### src/rtl/dcache_responder.sv
// Direct-mapped, write-through/no-allocate data cache between a core and backing memory.
// Load hit responds 2 cycles after acceptance; misses and stores hold mem_req until mem_ack.
module dcache_responder #(
  parameter int LINES = 16,
  parameter int IDX_W = 4
) (
  input  logic        clk,
  input  logic        reset,
  input  logic        req_valid,
  input  logic        req_write,
  input  logic [63:0] req_addr,
  input  logic [63:0] req_wdata,
  output logic        data_ready,
  output logic [63:0] data_response,
  output logic        busy,
  input  logic        flush,
  output logic        mem_req,
  output logic        mem_we,
  output logic [63:0] mem_addr,
  output logic [63:0] mem_wdata,
  input  logic        mem_ack,
  input  logic [63:0] mem_rdata,
  output logic [31:0] hit_count,
  output logic [31:0] miss_count
);

  localparam int TAG_W = 64 - IDX_W - 3;

  typedef enum logic [2:0] {
    IDLE,
    LOOKUP,
    MEM_READ,
    MEM_WRITE,
    RESPOND
  } state_t;

  state_t state, state_nxt;

  logic              lat_write;
  logic [63:3]       lat_addr;
  logic [63:0]       lat_wdata;

  logic [LINES-1:0]  line_valid;
  logic [TAG_W-1:0]  line_tag  [LINES];
  logic [63:0]       line_data [LINES];

  logic [IDX_W-1:0]  idx;
  logic [TAG_W-1:0]  tag;
  logic              hit;
  logic              accept;
  logic              unused_addr_bits;

  // Byte offset within the word never affects lookup or memory traffic.
  assign unused_addr_bits = ^req_addr[2:0];

  assign idx    = lat_addr[IDX_W+2:3];
  assign tag    = lat_addr[63:IDX_W+3];
  assign hit    = line_valid[idx] && (line_tag[idx] == tag);
  assign accept = (state == IDLE) && req_valid && !flush;

  always_ff @(posedge clk or negedge reset) begin
    if (!reset) state <= IDLE;
    else        state <= state_nxt;
  end

  always_comb begin
    state_nxt  = state;
    mem_req    = 1'b0;
    mem_we     = 1'b0;
    mem_addr   = 64'd0;
    mem_wdata  = 64'd0;
    data_ready = 1'b0;
    busy       = 1'b1;
    case (state)
      IDLE: begin
        busy = 1'b0;
        if (accept) state_nxt = LOOKUP;
      end
      LOOKUP: begin
        if (lat_write)  state_nxt = MEM_WRITE;
        else if (hit)   state_nxt = RESPOND;
        else            state_nxt = MEM_READ;
      end
      MEM_READ: begin
        mem_req  = 1'b1;
        mem_addr = {lat_addr, 3'b000};
        if (mem_ack) state_nxt = RESPOND;
      end
      MEM_WRITE: begin
        mem_req   = 1'b1;
        mem_we    = 1'b1;
        mem_addr  = {lat_addr, 3'b000};
        mem_wdata = lat_wdata;
        if (mem_ack) state_nxt = RESPOND;
      end
      RESPOND: begin
        data_ready = 1'b1;
        state_nxt  = IDLE;
      end
      default: state_nxt = IDLE;
    endcase
  end

  always_ff @(posedge clk or negedge reset) begin
    if (!reset) begin
      lat_write     <= 1'b0;
      lat_addr      <= '0;
      lat_wdata     <= 64'd0;
      line_valid    <= '0;
      data_response <= 64'd0;
      hit_count     <= 32'd0;
      miss_count    <= 32'd0;
    end else begin
      case (state)
        IDLE: begin
          if (flush) begin
            line_valid <= '0;
          end else if (req_valid) begin
            lat_write <= req_write;
            lat_addr  <= req_addr[63:3];
            lat_wdata <= req_wdata;
          end
        end
        LOOKUP: begin
          if (!lat_write) begin
            if (hit) begin
              data_response <= line_data[idx];
              hit_count     <= hit_count + 32'd1;
            end else begin
              miss_count <= miss_count + 32'd1;
            end
          end
        end
        MEM_READ: begin
          if (mem_ack) begin
            line_valid[idx] <= 1'b1;
            data_response   <= mem_rdata;
          end
        end
        default: ;
      endcase
    end
  end

  // Tag/data arrays carry no reset; the valid bits alone gate their use.
  always_ff @(posedge clk) begin
    if (state == LOOKUP && lat_write && hit) begin
      line_data[idx] <= lat_wdata;
    end else if (state == MEM_READ && mem_ack) begin
      line_tag[idx]  <= tag;
      line_data[idx] <= mem_rdata;
    end
  end

endmodule
### config.mk
export PLATFORM = sky130hd
export DESIGN_NAME = dcache_responder
export DESIGN_NICKNAME = d
export VERILOG_FILES = /design/src/rtl/dcache_responder.sv
export SDC_FILE = /design/constraint.sdc
export NUM_CORES = 2
export LEC_CHECK = 0
export CAP_MARGIN = 0
export CORE_AREA = 4 4 436 438
export DETAILED_ROUTE_END_ITERATION = 7
export DIE_AREA = 0 0 440 442
export PLACE_DENSITY_LB_ADDON = 0.15
export SYNTH_ARGS = -nofsm -noshare
export SYNTH_HDL_FRONTEND = slang
export SYNTH_SLANG_ARGS = --single-unit
export TNS_END_PERCENT = 1
### constraint.sdc
create_clock -name clk -period 14.4 [get_ports clk]
set_input_delay 2.16 -clock clk [delete_from_list [all_inputs] [get_ports clk]]
set_output_delay 2.16 -clock clk [all_outputs]
set_load 0.05 [all_outputs]
==> metrics.yaml <==
clock-sinks: 2209
rsz0062_at_grt: "no"
wl_um: 233000
powerDensity_nw_per_um2: 214
fin_crit_sh: 0.597
initial_core_util: 0.476
drc_errors: 0
async_reset_ff_frac: 0.124
drv_slew: 0
cts_tree: "yes"
cts_buffers: 224
totalPowerFinal_uw: 22300
fin_nets: 5194
max_freq_mhz: 116
holdWs_ps: 469
min_period_ps: 8600
netlist_area_um2: 88800
grt-busiest-layer: "met2"
ys_top_cells_by_area: "edfxtp_1 (65%), mux4_2 (11%), dfrtp_1 (7.7%)"
worst_slew_pin_slew_ps: 1280
io_pins: 458
cts_resized: 0
dp_hpwl_um: 133000
place_congestion: 0.856
yosys-top-cells-count: "edfxtp_1 (1936), mux4_2 (446), mux2_2 (305)"
use_met3: 0.0322
relSlewSlack: 0.138
grt_max_degree: 117
wire_per_inst_um: 30.2
clk_transition_reported_paths_ps: 60
overflow: 0
viasPerCell: 5.92
irDropWorstVdd_mv: 0.155
first_pass_iters: 5
tns_ps: 0
die_h_um: 442
globalRouteMet1Util: 0.317
clockBufferDepth: 3
synth_most_common_cell: "edfxtp_1"
ys_ff_latch: 2209
postCtsHoldBufs: 0
syn_area_per_cell_um2: 20.1
grt_first_pass_wirelength_um: 337000
drive_gt1_frac: 0.261
h-tree-depth: 4
antenna_found_initial: 5
hold_class: "reg2reg"
cp_max_fo: 116
die_w_um: 440
ys_seq_area_frac: 0.732
num_vias: 45600
grt.met2_usage: 0.416
cap_viol_max_count: 0
drt-initial-drc-count: 4072
cp-start-kind: "register"
critical_path_required_ps: 14860
regToRegSetupSlack_ps: 5800
synth_top_area_frac: 0.655
cp.arrival_ps: 9050
die-area_um2: 194000
grt_usage: 0.239
crit_type: "reg2reg"
placed_area_um2: 96600
finClkSkew_ps: 38.7
io_buffers: 451
hold_viol: 0
ant_nets: 0
run_status: "finished, final reports clean"
yosysTopAreaCell: "edfxtp_1"
core_area_um2: 187000
clk_latency_ps: 850
synth_cell_types: 86
grt_pass1_vias: 47500
post-cts-setup-buffers: 0
stdcell_area_um2: 104000
setup_violations: 0
synth_flop_cell: "edfxtp_1"
synthCells: 4415
areaGrowthSynthToFinish_pct: 17.1
cellLeakagePower_uw: 0.0353
cp-end-kind: "register"
row_count: 159
cts_root_buf: "clkbuf_16"
yosys_warnings: 0
synth-edff-count: 1936
[cells by family (layout without fill, tap and decap cells)]
| group | Yosys count | after routing | synth area share |
|---|---|---|---|
| buffers and inverters | 282 | 1062 | 0.0166 |
| AOI/OAI and AO/OA | 274 | 274 | 0.0226 |
| xor gates and xnor gates | 96 | 96 | 0.00947 |
| other | 1 | 8 | 0.0000422 |
| muxes | 1013 | 1013 | 0.187 |
| DFF | 2209 | 2209 | 0.732 |
| and+or+nand+nor | 538 | 538 | 0.0329 |
| adders and majority gates | 2 | 2 | 0.000282 |
[path summary, 6_finish.rpt]
check                      cells past startpoint                 to     startpoint
min                                            1      hit_count[31]  hit_count[31]
min in group asynchronous                      1       lat_addr[10]          reset
max in group asynchronous                      3  data_response[23]          reset
max                                           16  line_data[12][43]    lat_addr[3]
max reg2reg                                   16  line_data[12][43]    lat_addr[3]
min reg2reg                                    1      hit_count[31]  hit_count[31]
[cell usage in the layout (no fill, tap or decap), types with 72 or more instances in the layout]
cell,netlist,layout
nor2_1,90,72
and3_1,86,86
edfxtp_1,1936,1936
mux2i_1,192,192
nand2_1,95,95
dfrtp_1,273,268
buf_4,26,141
clkdlybuf4s50_1,0,450
mux2_2,305,305
clkbuf_16,0,226
mux4_2,446,446
[routing by layer]
layer / share of wire / vias up / routed length (um)
li1: - / 19300 / -
met2: 0.52 / 1391 / 122000
met1: 0.40 / 24600 / 93600
met3: 0.051 / 296 / 11900
met4: 0.025 / 0 / 5760
met5: 0 / - / 0
[sequential cells by signal, summed over array words and instances, names as in the netlist]
register,flops
data_response,64
hit_count,32
lat_addr,61
lat_wdata,64
lat_write,1
line_data,1024
line_tag,912
line_valid,16
miss_count,32
state,3
[where the power goes]
part / switching [uW] / internal (uW)
combinational: 4510 / 3010
clock: 2480 / 3340
sequential: 596 / 8340
total: 7580 / 14700
[worst max-delay path, stage by stage, from the launching register on]
cell     delay (ps)
dfrtp_4         970
buf_12          630
buf_12          630
mux4_2          590
nor2_1          140
o31ai_1          90
o22ai_1         450
or4b_2          630
nor4_1          990
buf_4           270
and4_1          180
buf_4           340
a41oi_2         170
buf_4           270
nor4_2          240
buf_4           560
buf_4           710
[per-stage QoR]
stage	utilization	worst slack, ps	instances
after floorplan	-	4210	4417
after CTS	0.557	5660	7692
after global placement	0.518	5630	7263
after global routing	0.557	5410	7693
final	0.557	5800	7697
after detailed placement	0.518	5680	7263
[layout make-up]
| cell class | count | area, um2 |
|---|---|---|
| clock inverters | 135 | 1310 |
| flip-flops and latches | 2209 | 65000 |
| inverters | 35 | 141 |
| clock buffers | 294 | 6110 |
| diodes | 5 | 12.5 |
| multi-input cells | 1926 | 22600 |
| repair buffers | 598 | 5700 |
| well taps | 2495 | 3120 |
| fillers | 14500 | 82600 |
(Power assumes the default switching activity.)
